**config.mk**
```make
export PLATFORM = sky130hd
export DESIGN_NAME = zii_ram_arbiter_flat
export DESIGN_NICKNAME = d
export VERILOG_FILES = /design/src/rtl/zii_pkg.sv /design/src/rtl/zii_ram_arbiter_if.sv /design/src/rtl/zii_ram_window_decode.sv /design/src/rtl/zii_ram_arbiter.sv /design/src/flat_wrapper.sv
export SDC_FILE = /design/constraint.sdc
export NUM_CORES = 1
export LEC_CHECK = 0
export CORE_UTILIZATION = 35
export CTS_CLUSTER_DIAMETER = 50
export DETAILED_ROUTE_END_ITERATION = 16
export GPL_ROUTABILITY_DRIVEN = 0
export PLACE_DENSITY = 0.79
export SLEW_MARGIN = 20
export SYNTH_ARGS = -nofsm -noshare
export SYNTH_HDL_FRONTEND = slang
export SYNTH_HIERARCHICAL = 1
export SYNTH_SLANG_ARGS = --single-unit
```
**constraint.sdc**
```tcl
create_clock -name C7M -period 2.5 [get_ports C7M]
set_input_delay 0.25 -clock C7M [delete_from_list [all_inputs] [get_ports C7M]]
set_output_delay 0.25 -clock C7M [all_outputs]
set_load 0.01 [all_outputs]
```
**src/rtl/zii_pkg.sv**
```systemverilog
// Shared definitions for the Zorro II fast-RAM arbiter.
//  - state_t       : arbiter FSM states
//  - CHUNKS_4MB/8MB: window size in 2 MB chunks (A[23:21] units)
//  - GNT_CPU/ZII   : grant encoding, also used as the RAM_SEL value
//  - window_chunks : chunk count for the JP4 window-size jumper
package zii_pkg;

  typedef enum logic [2:0] {
    IDLE    = 3'd0,
    SETUP   = 3'd1,
    ACCESS  = 3'd2,
    DONE    = 3'd3,
    RECOVER = 3'd4
  } state_t;

  localparam logic [3:0] CHUNKS_4MB = 4'd2;
  localparam logic [3:0] CHUNKS_8MB = 4'd4;

  localparam logic GNT_CPU = 1'b0;
  localparam logic GNT_ZII = 1'b1;

  // JP4 fitted selects the 8 MB window; otherwise 4 MB.
  function automatic logic [3:0] window_chunks(input logic jp4);
    return jp4 ? CHUNKS_8MB : CHUNKS_4MB;
  endfunction

endpackage

```
**src/rtl/zii_ram_arbiter_if.sv**
```systemverilog
// Bus bundle between the requesters/autoconfig logic and the RAM arbiter.
//  Config  : RAM_CONFIGURED_n, JP4, BASE_RAM[2:0]
//  CPU     : CPU_REQ, CPU_ADDR[22:0] (A[23:1]), CPU_RW_n, CPU_ACK
//  Zorro II: ZII_REQ, ZII_ADDR[22:0] (A[23:1]), ZII_RW_n, ZII_DTACK_n
//  SRAM    : RAM_SEL, RAM_CE_n, RAM_OE_n, RAM_WE_n, RAM_BUSY
// slave modport is the arbiter; master modport is the requester side.
interface zii_ram_arbiter_if;

  logic        RAM_CONFIGURED_n;
  logic        JP4;
  logic [2:0]  BASE_RAM;

  logic        CPU_REQ;
  logic [22:0] CPU_ADDR;
  logic        CPU_RW_n;
  logic        CPU_ACK;

  logic        ZII_REQ;
  logic [22:0] ZII_ADDR;
  logic        ZII_RW_n;
  logic        ZII_DTACK_n;

  logic        RAM_SEL;
  logic        RAM_CE_n;
  logic        RAM_OE_n;
  logic        RAM_WE_n;
  logic        RAM_BUSY;

  modport slave (
    input  RAM_CONFIGURED_n, JP4, BASE_RAM,
    input  CPU_REQ, CPU_ADDR, CPU_RW_n,
    output CPU_ACK,
    input  ZII_REQ, ZII_ADDR, ZII_RW_n,
    output ZII_DTACK_n,
    output RAM_SEL, RAM_CE_n, RAM_OE_n, RAM_WE_n, RAM_BUSY
  );

  modport master (
    output RAM_CONFIGURED_n, JP4, BASE_RAM,
    output CPU_REQ, CPU_ADDR, CPU_RW_n,
    input  CPU_ACK,
    output ZII_REQ, ZII_ADDR, ZII_RW_n,
    input  ZII_DTACK_n,
    input  RAM_SEL, RAM_CE_n, RAM_OE_n, RAM_WE_n, RAM_BUSY
  );

endinterface

```
**src/rtl/zii_ram_window_decode.sv**
```systemverilog
// Decodes one requester's A[23:21] against the autoconfigured RAM window.
//  base_ram         in  3  window base, A[23:21]
//  jp4              in  1  1: 4 chunks (8 MB), 0: 2 chunks (4 MB)
//  ram_configured_n in  1  low once the base has been assigned
//  addr_hi          in  3  requester A[23:21]
//  hit              out 1  address falls inside the window
module zii_ram_window_decode
  import zii_pkg::*;
(
  input  logic [2:0] base_ram,
  input  logic       jp4,
  input  logic       ram_configured_n,
  input  logic [2:0] addr_hi,
  output logic       hit
);

  logic [3:0] window_end;

  // Upper bound computed in 4 bits so a window near the top of the
  // 16 MB space cannot wrap around to chunk 0.
  assign window_end = {1'b0, base_ram} + window_chunks(jp4);

  assign hit = !ram_configured_n
             && (addr_hi >= base_ram)
             && ({1'b0, addr_hi} < window_end);

endmodule

```
**src/rtl/zii_ram_arbiter.sv**
```systemverilog
// Zorro II fast-RAM arbiter: shares the SRAM between the local CPU and
// Zorro II bus masters, sequencing CE/OE/WE with programmable wait states.
//  C7M    in  1  clock (posedge)
//  RESET  in  1  synchronous, active-high reset
//  bus    slave modport of zii_ram_arbiter_if (requests, acks, SRAM strobes)
// Parameters:
//  WAIT_STATES  cycles spent in ACCESS (1..7)
//  ZII_PRIORITY 1: Zorro II wins every tie; 0: round-robin on ties
module zii_ram_arbiter
  import zii_pkg::*;
#(
  parameter int WAIT_STATES  = 1,
  parameter bit ZII_PRIORITY = 1'b0
)
(
  input  logic            C7M,
  input  logic            RESET,
  zii_ram_arbiter_if.slave bus
);

  localparam logic [2:0] WAIT_INIT = 3'(WAIT_STATES);

  // Requester vectors indexed by grant encoding (GNT_CPU = 0, GNT_ZII = 1).
  logic [2:0] addr_hi [2];
  logic [1:0] win_hit;
  logic [1:0] req_raw;
  logic [1:0] rw_raw;
  logic [1:0] req_hit;

  assign addr_hi[0] = bus.CPU_ADDR[22:20];
  assign addr_hi[1] = bus.ZII_ADDR[22:20];
  assign req_raw    = {bus.ZII_REQ,  bus.CPU_REQ};
  assign rw_raw     = {bus.ZII_RW_n, bus.CPU_RW_n};

  // Only A[23:21] take part in the window decode.
  logic unused_addr_bits;
  assign unused_addr_bits = ^{bus.CPU_ADDR[19:0], bus.ZII_ADDR[19:0]};

  generate
    for (genvar gi = 0; gi < 2; gi++) begin : g_decode
      zii_ram_window_decode u_decode (
        .base_ram         (bus.BASE_RAM),
        .jp4              (bus.JP4),
        .ram_configured_n (bus.RAM_CONFIGURED_n),
        .addr_hi          (addr_hi[gi]),
        .hit              (win_hit[gi])
      );
      assign req_hit[gi] = req_raw[gi] && win_hit[gi];
    end
  endgenerate

  state_t     state_reg;
  logic [2:0] wait_cnt_reg;
  logic       grant_reg;
  logic       last_grant_reg;
  logic       rw_reg;
  logic       abort_reg;
  logic       sel_reg;
  logic       ce_n_reg;
  logic       oe_n_reg;
  logic       we_n_reg;
  logic       cpu_ack_reg;
  logic       zii_dtack_n_reg;

  logic       grant_valid;
  logic       grant_next;

  // Tie-break: fixed Zorro II priority, or whoever did not win last time.
  always_comb begin
    grant_valid = |req_hit;
    grant_next  = GNT_CPU;
    if (req_hit[GNT_ZII] && req_hit[GNT_CPU]) begin
      grant_next = ZII_PRIORITY ? GNT_ZII : ~last_grant_reg;
    end else if (req_hit[GNT_ZII]) begin
      grant_next = GNT_ZII;
    end
  end

  always_ff @(posedge C7M) begin
    if (RESET) begin
      state_reg       <= IDLE;
      wait_cnt_reg    <= '0;
      grant_reg       <= GNT_CPU;
      last_grant_reg  <= GNT_CPU;
      rw_reg          <= 1'b1;
      abort_reg       <= 1'b0;
      sel_reg         <= 1'b0;
      ce_n_reg        <= 1'b1;
      oe_n_reg        <= 1'b1;
      we_n_reg        <= 1'b1;
      cpu_ack_reg     <= 1'b0;
      zii_dtack_n_reg <= 1'b1;
    end else begin
      case (state_reg)
        IDLE: begin
          ce_n_reg        <= 1'b1;
          oe_n_reg        <= 1'b1;
          we_n_reg        <= 1'b1;
          cpu_ack_reg     <= 1'b0;
          zii_dtack_n_reg <= 1'b1;
          if (grant_valid) begin
            grant_reg <= grant_next;
            rw_reg    <= rw_raw[grant_next];
            sel_reg   <= grant_next;
            abort_reg <= 1'b0;
            state_reg <= SETUP;
          end
        end

        SETUP: begin
          ce_n_reg     <= 1'b0;
          wait_cnt_reg <= WAIT_INIT;
          if (!req_raw[grant_reg]) abort_reg <= 1'b1;
          state_reg    <= ACCESS;
        end

        // The access always runs its full count, even when the requester
        // has gone away, so a started write is never truncated.
        ACCESS: begin
          ce_n_reg <= 1'b0;
          oe_n_reg <= ~rw_reg;
          we_n_reg <= rw_reg;
          if (!req_raw[grant_reg]) abort_reg <= 1'b1;
          if (wait_cnt_reg <= 3'd1) begin
            state_reg <= DONE;
          end else begin
            wait_cnt_reg <= wait_cnt_reg - 3'd1;
          end
        end

        // WE rises on entry while CE stays low, holding write data one
        // more cycle. The ack is held until the requester lets go.
        DONE: begin
          we_n_reg <= 1'b1;
          if (abort_reg || !req_raw[grant_reg]) begin
            ce_n_reg        <= 1'b1;
            oe_n_reg        <= 1'b1;
            cpu_ack_reg     <= 1'b0;
            zii_dtack_n_reg <= 1'b1;
            state_reg       <= RECOVER;
          end else begin
            ce_n_reg        <= 1'b0;
            oe_n_reg        <= ~rw_reg;
            cpu_ack_reg     <= (grant_reg == GNT_CPU);
            zii_dtack_n_reg <= (grant_reg != GNT_ZII);
          end
        end

        RECOVER: begin
          ce_n_reg        <= 1'b1;
          oe_n_reg        <= 1'b1;
          we_n_reg        <= 1'b1;
          cpu_ack_reg     <= 1'b0;
          zii_dtack_n_reg <= 1'b1;
          last_grant_reg  <= grant_reg;
          state_reg       <= IDLE;
        end

        default: begin
          state_reg <= IDLE;
        end
      endcase
    end
  end

  // RAM_SEL keeps the last grant while idle; the muxes are don't-care then.
  assign bus.RAM_SEL     = sel_reg;
  assign bus.RAM_CE_n    = ce_n_reg;
  assign bus.RAM_OE_n    = oe_n_reg;
  assign bus.RAM_WE_n    = we_n_reg;
  assign bus.CPU_ACK     = cpu_ack_reg;
  assign bus.ZII_DTACK_n = zii_dtack_n_reg;
  assign bus.RAM_BUSY    = (state_reg != IDLE);

endmodule

```
**src/flat_wrapper.sv**
```systemverilog
// flat-port wrapper written by rule: the top's interface ports become plain ports
module zii_ram_arbiter_flat import zii_pkg::*;
#(
  parameter int WAIT_STATES  = 1,
  parameter bit ZII_PRIORITY = 1'b0
)
  (C7M, RESET, bus_RAM_CONFIGURED_n, bus_JP4, bus_BASE_RAM, bus_CPU_REQ, bus_CPU_ADDR, bus_CPU_RW_n, bus_CPU_ACK, bus_ZII_REQ, bus_ZII_ADDR, bus_ZII_RW_n, bus_ZII_DTACK_n, bus_RAM_SEL, bus_RAM_CE_n, bus_RAM_OE_n, bus_RAM_WE_n, bus_RAM_BUSY);
  zii_ram_arbiter_if bus_i ();
  input  logic C7M;
  input  logic RESET;
  input wire logic [$bits(bus_i.RAM_CONFIGURED_n)-1:0] bus_RAM_CONFIGURED_n;
  input wire logic [$bits(bus_i.JP4)-1:0] bus_JP4;
  input wire logic [$bits(bus_i.BASE_RAM)-1:0] bus_BASE_RAM;
  input wire logic [$bits(bus_i.CPU_REQ)-1:0] bus_CPU_REQ;
  input wire logic [$bits(bus_i.CPU_ADDR)-1:0] bus_CPU_ADDR;
  input wire logic [$bits(bus_i.CPU_RW_n)-1:0] bus_CPU_RW_n;
  output wire logic [$bits(bus_i.CPU_ACK)-1:0] bus_CPU_ACK;
  input wire logic [$bits(bus_i.ZII_REQ)-1:0] bus_ZII_REQ;
  input wire logic [$bits(bus_i.ZII_ADDR)-1:0] bus_ZII_ADDR;
  input wire logic [$bits(bus_i.ZII_RW_n)-1:0] bus_ZII_RW_n;
  output wire logic [$bits(bus_i.ZII_DTACK_n)-1:0] bus_ZII_DTACK_n;
  output wire logic [$bits(bus_i.RAM_SEL)-1:0] bus_RAM_SEL;
  output wire logic [$bits(bus_i.RAM_CE_n)-1:0] bus_RAM_CE_n;
  output wire logic [$bits(bus_i.RAM_OE_n)-1:0] bus_RAM_OE_n;
  output wire logic [$bits(bus_i.RAM_WE_n)-1:0] bus_RAM_WE_n;
  output wire logic [$bits(bus_i.RAM_BUSY)-1:0] bus_RAM_BUSY;
  assign bus_i.RAM_CONFIGURED_n = bus_RAM_CONFIGURED_n;
  assign bus_i.JP4 = bus_JP4;
  assign bus_i.BASE_RAM = bus_BASE_RAM;
  assign bus_i.CPU_REQ = bus_CPU_REQ;
  assign bus_i.CPU_ADDR = bus_CPU_ADDR;
  assign bus_i.CPU_RW_n = bus_CPU_RW_n;
  assign bus_CPU_ACK = bus_i.CPU_ACK;
  assign bus_i.ZII_REQ = bus_ZII_REQ;
  assign bus_i.ZII_ADDR = bus_ZII_ADDR;
  assign bus_i.ZII_RW_n = bus_ZII_RW_n;
  assign bus_ZII_DTACK_n = bus_i.ZII_DTACK_n;
  assign bus_RAM_SEL = bus_i.RAM_SEL;
  assign bus_RAM_CE_n = bus_i.RAM_CE_n;
  assign bus_RAM_OE_n = bus_i.RAM_OE_n;
  assign bus_RAM_WE_n = bus_i.RAM_WE_n;
  assign bus_RAM_BUSY = bus_i.RAM_BUSY;
  zii_ram_arbiter #(.WAIT_STATES(WAIT_STATES), .ZII_PRIORITY(ZII_PRIORITY)) u_core (.C7M(C7M), .RESET(RESET), .bus(bus_i));
endmodule
```
==> impl_results.md <==
* Total chip power at 0.789 mW
* Mapped Nets at 200
* Avg Inst Size Synth at 9.11 um2
* Port buffer count at 23
* Inst Count DP at 191
* CP top delay family: adder cells
* Pin count of the biggest net entering global routing at 18
* Initial core utilization at 0.373
* Maximum clock rate at 0.418 GHz
* Initial drt markers at 36
* Mapped cell area at 1160 um2
* Post-Synthesis Cells at 127
* Tcrit/Tclk final at 0.957
* Most frequent CP cell: a21oi_2
* Hold Vio Cnt, Final at 0
* Grt peak-use layer: met2
* Maximum VDD drop at 0.000222 V
* CP endpoint kind: register
* Root Driver: clkbuf_4
* DRC Markers at 0
* Layout area overhead at 31.4%
* Post-synth top area cell: dfxtp_1
* GR Layer Usage met3 at 0.0240
* GRT met2 Usage at 0.270
* CP Buf/Inv Count at 2
* Slew @ Worst Pin at 0.664 ns
* Yosys top cell area share at 0.259
* Ys Warns at 6
* Core region area at 3100 um2
* Net Sw Frac at 0.367
* Ys async rst share at 0
* Routed WL at 2.51 mm
* Tmin final at 2.39 ns
* Status: finished, final reports clean
* Synth Flop Type: dfxtp_1
* Final core utilization at 0.490
* Worst-path clk slew at 0.09 ns
* Die X-Extent at 59.5 um
* Final setup vio count at 0
* WL/cell at 12.9 um
* Worst Path Required at 2.71 ns
* Die Y at 59.5 um
* Remaining Overflow, GRT at 0
* Clock Latency Late Sink at 0.28 ns
* Synth top area cells: dfxtp_1, ha_1, inv_1
* Total GRT Usage at 0.158
* Critical path launch point type: primary input
* # rows at 20
* Leakage power at 0.599 nW
* Setup TNS at 0 ns
* Maxcap violations at 0
* Hold WS at 0.497 ns
* Postcts setup bufs at 0
* Hold Path Class: reg2reg
* Setup WS post-layout at 0.107 ns
* GRT met1 Usage at 0.195
* Area after DPL at 1430 um2
* First-pass GRT wire length at 4.21 mm
* Setup Skew at 0.00133 ns
* Top post-synthesis cells by count: dfxtp_1, inv_1, ha_1
* Final HPWL DP at 1.91 mm
* Yosys reg bits at 15
* CTS Buf Count at 3
* CP max stage delay at 0.51 ns
* Share of cells above drive strength 1 at 0.205
* Cell Int Power at 0.499 mW
* Dpl ws at -0.698 ns
* Drt first pass iters at 4
* Via density at 5.28
* Crit path DAT at 2.61 ns
* Worst rel slew slack at 0.556
* Max Root-Sink Buffers at 2
* Antenna cells at 0
* Post-route ant nets at 0
* Antenna violations before repair at 0
* Unique masters post-synth at 47
* DR vias at 1030
* Finished Layout Cells at 195
* Post-synth EDFFs at 0
* Total clock sinks at 15
* Sequential share of the synthesized area at 0.259
* Die area at 3540 um2
* Hold-fix buffers, CTS at 0
* Final Net Count at 225
* P_sw at 0.290 mW
* Critical path fanouts, max at 4
* Comb power frac at 0.419
* Max-slew violation count at 0
* CTS tree: done
* Worst path cell trace: clkbuf_2, ha_2, fa_1, inv_2, ha_4, a21oi_2, a21oi_2, nor4_4, nand2_1, or3b_1, a21oi_2
* Number of primary I/O pins at 64
* Vias in the first global route at 976
* Crit path kind: in2reg
* Slowest-stage cell, CP: fa_1
* Clk network pwr share at 0.179
* Cell Pwr Density at 519 nW/um2
* Fin area at 1520 um2
* CTS H-Tree Depth at 1
* Flop pwr share at 0.402
[area by class of cell]
type,count,area [um2]
Tap cell,44,55.1
Clock buffer,4,26.3
Timing Repair Buffer,25,230
Multi-Input combinational cell,92,852
Fill cell,300,1580
Sequential cell,15,300
Inverter,15,56.3
[layout by cell type, fill, tap and decap left out, types with 2 or more instances in the layout]
master / count
mux2i_1: 4
fa_1: 2
nor3b_2: 2
o21bai_1: 2
o21ai_0: 5
ha_1: 11
a21oi_1: 3
nand3b_1: 7
clkbuf_2: 3
a21oi_2: 5
a211oi_2: 3
clkbuf_4: 3
nand2_1: 2
nor3_1: 2
nor2_1: 9
inv_1: 14
buf_4: 2
clkdlybuf4s50_1: 20
dfxtp_1: 15
nand2b_1: 3
ha_4: 2
[routing by layer]
layer	vias to the layer above	wire, um
li1	513	-
met1	496	1160
met2	17	1260
met3	4	62
met4	0	26
met5	-	0
[worst register-to-register path: stages, from the launching register on]
cell	delay, ns
dfxtp_1	0.59
nor3b_2	0.45
a2111oi_0	0.18
a311oi_1	0.29
[power groups by stage]
stage          clock network, mW  logic [mW]  registers [mW]
4_1_cts                    0.145       0.308           0.316
3_5_place_dp                   0       0.297           0.322
3_3_place_gp                   0       0.282           0.322
6_report                   0.141       0.331           0.317
5_1_grt                    0.158       0.360           0.325
2_1_floorplan                  0       0.216           0.300
[cell families after synthesis]
kind of cell	after synthesis	share of synthesized area
buffers and inverters	20	0.0703
DFF	15	0.259
AOI/OAI and AO/OA	32	0.211
muxes	4	0.0346
and+or+nand+nor	40	0.239
adders and majority gates	16	0.186
[timing repair]
action	CTS	global route
gates resized for setup	8	14
gates cloned	0	0
setup endpoints to repair	4	4
pin swaps	6	6
[path summary, 6_finish.rpt]
path	start	to	slack, ns	depth (start not counted)
worst max register to register	u_core/state_reg[1]	u_core/wait_cnt_reg[0]	0.90	3
worst min register to register	u_core/bus.CPU_ACK	u_core/bus.CPU_ACK	0.50	2
worst min-delay path	u_core/bus.CPU_ACK	u_core/bus.CPU_ACK	0.50	2
worst max-delay path	bus_BASE_RAM[1]	u_core/bus.RAM_SEL	0.11	11
Note: power is estimated with default switching activity, not from simulation.
